--- config.mk ---
export PLATFORM = sky130hd
export DESIGN_NAME = pcount_ctrl
export DESIGN_NICKNAME = d
export VERILOG_FILES = /design/src/rtl/pcount_ctrl.sv
export SDC_FILE = /design/constraint.sdc
export NUM_CORES = 1
export LEC_CHECK = 0
export CAP_MARGIN = 40
export CORE_ASPECT_RATIO = 1.4
export CORE_MARGIN = 2
export CORE_UTILIZATION = 33
export DETAILED_ROUTE_END_ITERATION = 6
export GPL_TIMING_DRIVEN = 0
export PLACE_DENSITY = 0.57
export SKIP_CTS_REPAIR_TIMING = 1
export SYNTH_ARGS = -nofsm -noshare
export SYNTH_HDL_FRONTEND = slang
export SYNTH_SLANG_ARGS = --single-unit
--- constraint.sdc ---
create_clock -name clk -period 2.07 [get_ports clk]
set_input_delay 0.414 -clock clk [delete_from_list [all_inputs] [get_ports clk]]
set_output_delay 0.414 -clock clk [all_outputs]
set_load 0.02 [all_outputs]
--- src/rtl/pcount_ctrl.sv ---
// Queue occupancy counter driven by entry/exit photocells; a passage counts when the beam is restored.
// Define PCOUNT_DEBOUNCE_EN to insert a DB_CYCLES stability filter after each sensor synchronizer.
module pcount_ctrl #(
    parameter int N         = 3,
    parameter int DB_CYCLES = 4
) (
    input  logic         clk,
    input  logic         reset,
    input  logic         front_sensor,
    input  logic         back_sensor,
    output logic [N-1:0] Pcount,
    output logic         entry_evt,
    output logic         exit_evt,
    output logic         entry_reject,
    output logic         exit_error
);

    if (DB_CYCLES < 1 || DB_CYCLES > 15) begin : g_bad_db_cycles
        $error("pcount_ctrl: DB_CYCLES must be in 1..15");
    end

    logic [1:0]   r_front_sync;
    logic [1:0]   r_back_sync;
    logic         w_front_lvl;
    logic         w_back_lvl;
    logic         r_front_prev;
    logic         r_back_prev;
    logic         w_front_fall;
    logic         w_back_fall;
    logic [N-1:0] r_pcount;
    logic         r_entry_evt;
    logic         r_exit_evt;
    logic         r_entry_reject;
    logic         r_exit_error;
    logic [N-1:0] w_pcount_nxt;
    logic         w_entry_nxt;
    logic         w_exit_nxt;
    logic         w_reject_nxt;
    logic         w_error_nxt;

    always_ff @(posedge clk) begin
        if (reset) begin
            r_front_sync <= '0;
            r_back_sync  <= '0;
        end else begin
            r_front_sync <= {r_front_sync[0], front_sensor};
            r_back_sync  <= {r_back_sync[0], back_sensor};
        end
    end

`ifdef PCOUNT_DEBOUNCE_EN
    localparam logic [3:0] DB_LAST = 4'(DB_CYCLES - 1);

    logic       r_front_db;
    logic       r_back_db;
    logic [3:0] r_front_cnt;
    logic [3:0] r_back_cnt;

    // The filtered level flips only after DB_CYCLES consecutive disagreeing samples.
    always_ff @(posedge clk) begin
        if (reset) begin
            r_front_db  <= 1'b0;
            r_back_db   <= 1'b0;
            r_front_cnt <= '0;
            r_back_cnt  <= '0;
        end else begin
            if (r_front_sync[1] == r_front_db) begin
                r_front_cnt <= '0;
            end else if (r_front_cnt == DB_LAST) begin
                r_front_db  <= r_front_sync[1];
                r_front_cnt <= '0;
            end else begin
                r_front_cnt <= r_front_cnt + 4'd1;
            end
            if (r_back_sync[1] == r_back_db) begin
                r_back_cnt <= '0;
            end else if (r_back_cnt == DB_LAST) begin
                r_back_db  <= r_back_sync[1];
                r_back_cnt <= '0;
            end else begin
                r_back_cnt <= r_back_cnt + 4'd1;
            end
        end
    end

    assign w_front_lvl = r_front_db;
    assign w_back_lvl  = r_back_db;
`else
    assign w_front_lvl = r_front_sync[1];
    assign w_back_lvl  = r_back_sync[1];
`endif

    always_ff @(posedge clk) begin
        if (reset) begin
            r_front_prev <= 1'b0;
            r_back_prev  <= 1'b0;
        end else begin
            r_front_prev <= w_front_lvl;
            r_back_prev  <= w_back_lvl;
        end
    end

    assign w_front_fall = r_front_prev & ~w_front_lvl;
    assign w_back_fall  = r_back_prev & ~w_back_lvl;

    // Simultaneous entry and exit cancel: count holds and no pulse is raised.
    always_comb begin
        w_pcount_nxt = r_pcount;
        w_entry_nxt  = 1'b0;
        w_exit_nxt   = 1'b0;
        w_reject_nxt = 1'b0;
        w_error_nxt  = 1'b0;
        if (w_front_fall && !w_back_fall) begin
            if (r_pcount == '1) begin
                w_reject_nxt = 1'b1;
            end else begin
                w_pcount_nxt = r_pcount + N'(1);
                w_entry_nxt  = 1'b1;
            end
        end else if (w_back_fall && !w_front_fall) begin
            if (r_pcount == '0) begin
                w_error_nxt = 1'b1;
            end else begin
                w_pcount_nxt = r_pcount - N'(1);
                w_exit_nxt   = 1'b1;
            end
        end
    end

    always_ff @(posedge clk) begin
        if (reset) begin
            r_pcount       <= '0;
            r_entry_evt    <= 1'b0;
            r_exit_evt     <= 1'b0;
            r_entry_reject <= 1'b0;
            r_exit_error   <= 1'b0;
        end else begin
            r_pcount       <= w_pcount_nxt;
            r_entry_evt    <= w_entry_nxt;
            r_exit_evt     <= w_exit_nxt;
            r_entry_reject <= w_reject_nxt;
            r_exit_error   <= w_error_nxt;
        end
    end

    assign Pcount       = r_pcount;
    assign entry_evt    = r_entry_evt;
    assign exit_evt     = r_exit_evt;
    assign entry_reject = r_entry_reject;
    assign exit_error   = r_exit_error;

endmodule

Word-level counts from Yosys, hierarchy flattened
Index checks and enable logic that the tools add are counted.
{ "totals": {"reg_bits": 13, "input_bits": 4, "output_inout_bits": 7, "elab_cells": 37} }
{ "classes": {"add_sub_neg": 2, "eq_ne": 3, "muxes": 8, "bitwise": 6, "reduce_logical": 9} }
{ "ops": {"columns": ["cell", "n"], "rows": [
  ["$mux W3", 4],
  ["$mux W1", 4],
  ["$ne A2 B2 Y1 const B", 2],
  ["$not A1 Y1", 4],
  ["$add A3 B1 Y3 const B", 1],
  ["$eq A3 B3 Y1 const B", 1],
  ["$logic_not A3 Y1", 1],
  ["$reduce_and A3 Y1", 1],
  ["$reduce_or A3 Y1", 1],
  ["$sub A3 B1 Y3 const B", 1],
  ["$and A1 B1 Y1", 2],
  ["$logic_and A1 B1 Y1", 2],
  ["$logic_not A1 Y1", 2],
  ["$reduce_bool A2 Y1", 1],
  ["$reduce_or A2 Y1", 1]
]} }

Longest topological paths before layout
Gate-level depths: netlist (run 1).
{ "depth": {"depth_word": 6, "ltp_mapped": 8, "mapped_depth_nobuf": 7} }

Worst setup path after synthesis (run 1)
OpenSTA, ideal clock, no wires.
{ "synth_timing": {"path_kind": "register to register", "from": "register r_front_prev", "to": "register r_pcount[1], in the netlist Pcount[1]", "setup_ns": 0.131, "arrival_ns": 1.663, "t_required_ns": 1.939, "slack_ns": 0.276, "stages_incl_launch_ff": 9, "n_path_buf": 1, "synth_period_minus_slack_ns": 1.794, "cell_sequence": "dfxtp_1 -> nor2b_1 -> ha_1 -> buf_6 -> xnor2_1 -> ha_1 -> or2_2 -> a21oi_1 -> nor3_1"} }
{ "synth_via": {"word_cells_on_any_way": 9, "cone_classes": "2 x eq/ne; 1 x mux; 1 x bitwise; 5 x reduce/logical"} }
{ "synth_rtl": {"columns": ["element", "line", "text"], "rows": [
  ["from (decl)", "26", "logic r_front_prev;"],
  ["from (signal assigned)", "98", "r_front_prev <= w_front_lvl;"],
  ["$and A1 B1 Y1", "103", "assign w_front_fall = r_front_prev & ~w_front_lvl;"],
  ["$logic_and A1 B1 Y1", "113", "if (w_front_fall && !w_back_fall) begin"],
  ["$mux W3", "113", null],
  ["via w_pcount_nxt[1]", "35", "logic [N-1:0] w_pcount_nxt;"],
  ["to (signal assigned)", "138", "r_pcount <= w_pcount_nxt;"],
  ["to (decl)", "30", "logic [N-1:0] r_pcount;"]
]} }
The timed path passes the listed nets, and every way through them passes these cells.
A chain may end at the register's enable or synchronous reset.

Worst setup path after layout (run 1)
{ "layout_timing": {"from": "register r_pcount[0], in the netlist Pcount[0]", "to": "output Pcount[0]"} }
{ "layout_rtl": {"columns": ["element", "line", "text"], "rows": [
  ["to (decl)", "11", "output logic [N-1:0] Pcount,"]
]} }
No word-level cell between the ends.

==> summary.txt, run 1 <==
Global route
  – Total gr overflow: 0
  – Antenna violations before repair: 0
  – First-pass GRT wire length: 1820 um
  – Pin count of the biggest net entering global routing: 11
  – Total GRT Usage: 11.3%
  – Vias in the first global route: 431

STA
  – Unrepaired setup endpoints after global routing: no
  – Final period util: 92.1%
  – Setup TNS: 0 ns
  – Fmax achieved: 525 MHz
  – Setup-failing EPs final: 0
  – Setup Skew: 0.000303 ns
  – Fin. Hold Viols: 0
  – Final min period: 1.91 ns
  – Slew @ Worst Pin: 0.423 ns
  – Slew HR: 71.8%
  – Final Max Tran Viols: 0

Routing
  – WL/cell: 10.8 um
  – 1st-iter DRT viols: 9
  – Vias: 484
  – Final WL: 1070 um
  – First-pass detailed-route iteration total: 4
  – Routed Antenna Nets: 0
  – Vias per cell: 4.89
  – DRC violations left: 0

Outcome
  – Status: finished, final reports clean

Power
  – Final Power: 0.444 mW
  – Int Pwr: 0.349 mW
  – Sequential Power Share: 57.9%
  – Worst vdd ir: 0.000403 V
  – Net Sw Power: 0.0950 mW
  – Clock power frac: 34.1%
  – Cell Pwr Density: 558 nW/um^2
  – Lkg Pwr: 0.285 nW
  – Gate power share: 8.0%
  – Switching share of power: 21.4%

Critical path
  – Worst setup EP type: primary output
  – CP max-delay cell: clkdlybuf4s50_1
  – WP data arrival: 1.49 ns
  – Critical path class: reg -> out
  – CP required: 1.66 ns
  – R2R depth: 8
  – CP Depth: 1
  – Worst setup SP type: flip-flop
  – Buf/Inv on CP: 1
  – CP max stage delay: 0.68 ns
  – Crit Path Max Fanout: 10
  – Worst-path cell chain: clkdlybuf4s50_1
  – Crit-path leading delay family: buffers and inverters

Flow run
  – Max Cap Viol: 0

Place
  – Placed cells: 95
  – Hpwl dp: 769 um
  – GPL Wtd Cong: 0.727
  – Port buffer count: 10
  – Placement Cell Area: 764 um^2

Floorplanning
  – Die W: 41.2 um
  – Core outline area: 1800 um^2
  – Initial core utilization: 35.5%
  – Top-Level Pins: 11
  – Die Ht: 56.1 um
  – Full die area: 2310 um^2
  – Row cnt: 18

Clocking
  – CTS buffer count: 3
  – H-tree levels: 1
  – CTS Sinks: 13
  – Root Buffer: clkbuf_4
  – Clk_lat worst skew: 0.26 ns
  – Worst-path clk slew: 0.08 ns
  – TritonCTS clock tree: built
  – CTS Buffer Depth: 2

Final layout
  – Fill cells: 190
  – Final net count: 88
  – Non-Filler Instances: 99
  – Layout cells sized above 1: 19.0%
  – Synth-to-layout area growth: 24.5%
  – Cell area after layout: 796 um^2
  – Antenna diodes: 0

Synth
  – Synth top area share: 40.7%
  – Top_reg_cell synth: dfxtp_1
  – Top area cells in the synthesized netlist: dfxtp_1 (41%), nor2b_1 (11%), ha_1 (7.8%)
  – Top-count cell post-synth: dfxtp_1
  – Ys async rst share: 0%
  – Gate Count Post-Synth: 65
  – Syn_nets: 73
  – Synth Warn #: 0
  – Yosys reg bits: 13
  – Mean Syn Cell Area: 9.84 um^2
  – Synth top cells by count: dfxtp_1 (13), nor2b_1 (11)
  – Synth unique cells: 26
  – Area leader, netlist: dfxtp_1
  – Sequential area share after synthesis: 40.7%
  – EDFF count, synth: 0
  – Synth Cell Area: 639 um^2

Worst hold path
  – Hold Crit Class: reg -> reg
  – Hold Path Cell Cnt: 1
-- metrics by stage --
step / hold WS [ns] / util (%) / worst slack, ns
floorplan: 0.414 / - / 0.276
global placement: 0.418 / 42.4 / 0.108
detailed placement: 0.432 / 42.4 / 0.0905
CTS: 0.451 / 43.9 / 0.0793
global route: 0.467 / 44.2 / 0.0151
finish: 0.443 / 44.2 / 0.163
-- final timing paths --
path | startpoint | to | slack (ns)
worst max-delay path | Pcount[0] | Pcount[0] | 0.16
worst min-delay path | r_front_sync[0] | r_front_sync[1] | 0.44
worst max register to register | r_front_prev | Pcount[2] | 0.19
worst min register to register | r_front_sync[0] | r_front_sync[1] | 0.44
-- power by group through the flow --
stage / registers (mW) / logic (mW) / clock network [mW]
2_1_floorplan: 0.264 / 0.0231 / 0
3_3_place_gp: 0.263 / 0.0351 / 0
3_5_place_dp: 0.263 / 0.0354 / 0
4_1_cts: 0.257 / 0.0356 / 0.158
5_1_grt: 0.258 / 0.0399 / 0.171
6_report: 0.257 / 0.0355 / 0.152
-- cell type report --
| class | count | area, um^2 | share of cell area (%) |
|---|---|---|---|
| Multi-Input combinational cell | 46 | 347 | 43.6 |
| Sequential cell | 13 | 260 | 32.7 |
| Buffer | 3 | 26.3 | 3.30 |
| Timing Repair Buffer | 10 | 100 | 12.6 |
| Clock buffer | 4 | 26.3 | 3.30 |
| Inverter | 3 | 11.3 | 1.42 |
| Tap cell | 20 | 25.0 | 3.14 |
-- cells in the final DEF, fill, tap and decap left out, drive strengths merged --
master	count
and2b	1
nor4b	1
nor2b	11
a31o	1
nor3b	1
nand3	1
a211oi	1
or2	1
nor2	4
clkdlybuf4s50	10
a22oi	1
a2111oi	1
dfxtp	13
o21ai	2
inv	3
a221oi	1
nor3	4
clkbuf	5
or3	1
xnor2	1
a21o	2
and2	1
a21oi	2
buf	2
nand2b	4
ha	4
-- registers in the layout (all words and copies together) (netlist names) --
| name | count |
|---|---|
| Pcount | 3 |
| entry_evt | 1 |
| entry_reject | 1 |
| exit_error | 1 |
| exit_evt | 1 |
| r_back_prev | 1 |
| r_back_sync | 2 |
| r_front_prev | 1 |
| r_front_sync | 2 |
-- worst reg2reg max path: stages (launching register included) --
cell and delay (ns):
dfxtp_1 0.31, nor2b_2 0.18, ha_2 0.24, buf_6 0.15, xnor2_1 0.12, ha_1 0.26
nor2b_1 0.08, a2111oi_2 0.33, a221oi_2 0.09
-- routing by layer --
metal / share of wire [%] / GRT usage, %
met1: 48 / 16.4
met4: 0 / 4.15
met2: 47 / 15.8
met3: 4.9 / 2.40
met5: 0 / 0
-- kinds of logic (layout without fill, tap and decap cells) --
logic type	count (synthesis)	after routing	synth area share, %
AOI/OAI and AO/OA	11	11	14.7
xor gates and xnor gates	1	1	1.37
adders and majority gates	4	4	7.83
buffers and inverters	6	20	5.87
DFF	13	13	40.7
and+or+nand+nor	30	30	29.5
No activity file was read; power rests on OpenSTA's default activity.
==> run 2: changes to the inputs <==
--- a/config.mk
+++ b/config.mk
@@ -6,12 +6,15 @@
 export NUM_CORES = 1
 export LEC_CHECK = 0
 export CAP_MARGIN = 40
+export CELL_PAD_IN_SITES_DETAIL_PLACEMENT = 1
+export CELL_PAD_IN_SITES_GLOBAL_PLACEMENT = 2
 export CORE_ASPECT_RATIO = 1.4
 export CORE_MARGIN = 2
-export CORE_UTILIZATION = 33
+export CORE_UTILIZATION = 30
+export CTS_CLUSTER_SIZE = 24
 export DETAILED_ROUTE_END_ITERATION = 6
 export GPL_TIMING_DRIVEN = 0
-export PLACE_DENSITY = 0.57
+export PLACE_DENSITY = 0.76
 export SKIP_CTS_REPAIR_TIMING = 1
 export SYNTH_ARGS = -nofsm -noshare
 export SYNTH_HDL_FRONTEND = slang
==> summary.txt, run 2 (same netlist as run 1, synthesis figures left out) <==
Outcome
  – Status: finished, final reports clean (unchanged)

Global route
  – First-pass GRT wire length: 2270 um (was 1820 um)
  – Total gr overflow: 0 (unchanged)
  – Total GRT Usage: 12.1% (was 11.3%)
  – Antenna violations before repair: 0 (unchanged)
  – Pin count of the biggest net entering global routing: 11 (unchanged)
  – Vias in the first global route: 503 (was 431)

Critical path
  – Crit Path Max Fanout: 10 (unchanged)
  – Worst setup SP type: flip-flop (unchanged)
  – FF-to-FF End: Pcount[1] (was Pcount[2])
  – Buf/Inv on CP: 1 (unchanged)
  – Worst setup EP type: primary output (unchanged)
  – Crit-path leading delay family: buffers and inverters (unchanged)
  – FF-to-FF setup slack: 0.18 ns (was 0.19 ns)
  – CP max stage delay: 0.67 ns (was 0.68 ns)
  – CP required: 1.66 ns (about the same)
  – R2R depth: 8 (unchanged)
  – WP data arrival: 1.50 ns (was 1.49 ns)
  – Worst-path cell chain: clkdlybuf4s50_1 (unchanged)
  – Critical path class: reg -> out (unchanged)
  – R2r startpoint: r_front_sync[1] (was r_front_prev)
  – CP max-delay cell: clkdlybuf4s50_1 (unchanged)
  – CP Depth: 1 (unchanged)

STA
  – Final hold slack: 0.459 ns (was 0.443 ns)
  – Slew @ Worst Pin: 0.401 ns (was 0.423 ns)
  – Setup-failing EPs final: 0 (unchanged)
  – Fmax achieved: 522 MHz (was 525 MHz)
  – PnR worst setup slack: 0.154 ns (was 0.163 ns)
  – Slew HR: 73.3% (was 71.8%)
  – Fin. Hold Viols: 0 (unchanged)
  – Setup Skew: 0.00669 ns (was 0.000303 ns)
  – Final min period: 1.92 ns (was 1.91 ns)
  – Final Max Tran Viols: 0 (unchanged)
  – Setup TNS: 0 ns (unchanged)
  – Final period util: 92.5% (was 92.1%)
  – Unrepaired setup endpoints after global routing: no (unchanged)

Final layout
  – Synth-to-layout area growth: 25.0% (was 24.5%)
  – Most common cell after layout, fill and taps aside: dfxtp_1 (unchanged)
  – Layout cells sized above 1: 20.3% (was 19.0%)
  – Most frequent cells in the layout: dfxtp_1 (13), nor2b_1 (10), clkdlybuf4s50_1 (10) (unchanged)
  – Post-layout util: 40.0% (was 44.2%)
  – Largest register FFs: 3 (unchanged)
  – Cell area after layout: 800 um^2 (was 796 um^2)
  – Non-Filler Instances: 100 (was 99)
  – Antenna diodes: 0 (unchanged)
  – Final net count: 88 (unchanged)

Power
  – Worst vdd ir: 0.000325 V (was 0.000403 V)
  – Final Power: 0.452 mW (was 0.444 mW)
  – Cell Pwr Density: 566 nW/um^2 (was 558 nW/um^2)
  – Lkg Pwr: 0.284 nW (was 0.285 nW)

Routing
  – Routed Antenna Nets: 0 (unchanged)
  – Vias per cell: 4.98 (was 4.89)
  – Final WL: 1310 um (was 1070 um)
  – 1st-iter DRT viols: 0 (was 9)
  – DRC violations left: 0 (unchanged)
  – WL/cell: 13.1 um (was 10.8 um)
  – First-pass detailed-route iteration total: 1 (was 4)
  – Vias: 498 (was 484)

Floorplanning
  – Initial core utilization: 32.0% (was 35.5%)
  – Full die area: 2520 um^2 (was 2310 um^2)
  – Die W: 43.0 um (was 41.2 um)
  – Core outline area: 2000 um^2 (was 1800 um^2)
  – Die Ht: 58.6 um (was 56.1 um)
  – Top-Level Pins: 11 (unchanged)
  – Row cnt: 19 (was 18)

Place
  – Pre-CTS setup slack: 0.0604 ns (was 0.0905 ns)
  – GPL Wtd Cong: 0.730 (was 0.727)
  – Placement Cell Area: 766 um^2 (was 764 um^2)
  – Port buffer count: 10 (unchanged)
  – Placed cells: 96 (was 95)
  – Hpwl dp: 991 um (was 769 um)

Worst hold path
  – Hold_sp: r_front_sync[0] (unchanged)
  – Hold Path Cell Cnt: 1 (unchanged)
  – Hold EP: r_front_sync[1] (unchanged)
  – Hold Crit Class: reg -> reg (unchanged)

Clocking
  – CTS buffer count: 3 (unchanged)
  – TritonCTS clock tree: built (unchanged)
  – H-tree levels: 1 (unchanged)
  – Clk_lat worst skew: 0.28 ns (was 0.26 ns)
  – CTS Sinks: 13 (unchanged)
  – CTS Buffer Depth: 2 (unchanged)
  – Root Buffer: clkbuf_4 (unchanged)
  – Worst-path clk slew: 0.08 ns (about the same)

Flow run
  – Max Cap Viol: 0 (unchanged)
run 2: cell counts in the layout (fill, tap and decap cells not counted):
Identical to the previous run, type by type.
run 2: final cells by class:
class | instances | area, um^2
timing repair buffer | 10 | 100
sequential | 13 | 260
tap | 21 | 26.3
fill | 249 | 1200
buffer | 3 | 26.3
clock buffer | 4 | 26.3
inverter | 3 | 11.3
multi-input combinational | 46 | 349
run 2: power by group:
part           switching (mW)  internal [mW]
sequential            0.00189          0.255
clock                  0.0840         0.0747
combinational          0.0168         0.0194
run 2: worst max path at each step:
stage | to | startpoint | slack [ns]
floorplan | Pcount[1] | r_front_prev | 0.28
global placement | Pcount[2] | r_front_prev | 0.12
detailed placement | Pcount[2] | r_front_prev | 0.06
CTS | Pcount[2] | r_front_sync[1] | 0.04
global route | Pcount[1] | r_back_sync[1] | 0.03
finish | Pcount[0] | Pcount[0] | 0.15
run 2: per-layer routing:
metal  up-vias  global-route usage [%]  wire (um)
li1        247                       -          -
met1       243                    14.0        560
met2         6                    20.3        702
met3         2                    2.76         34
met4         0                    6.93         14
met5         -                       0          0
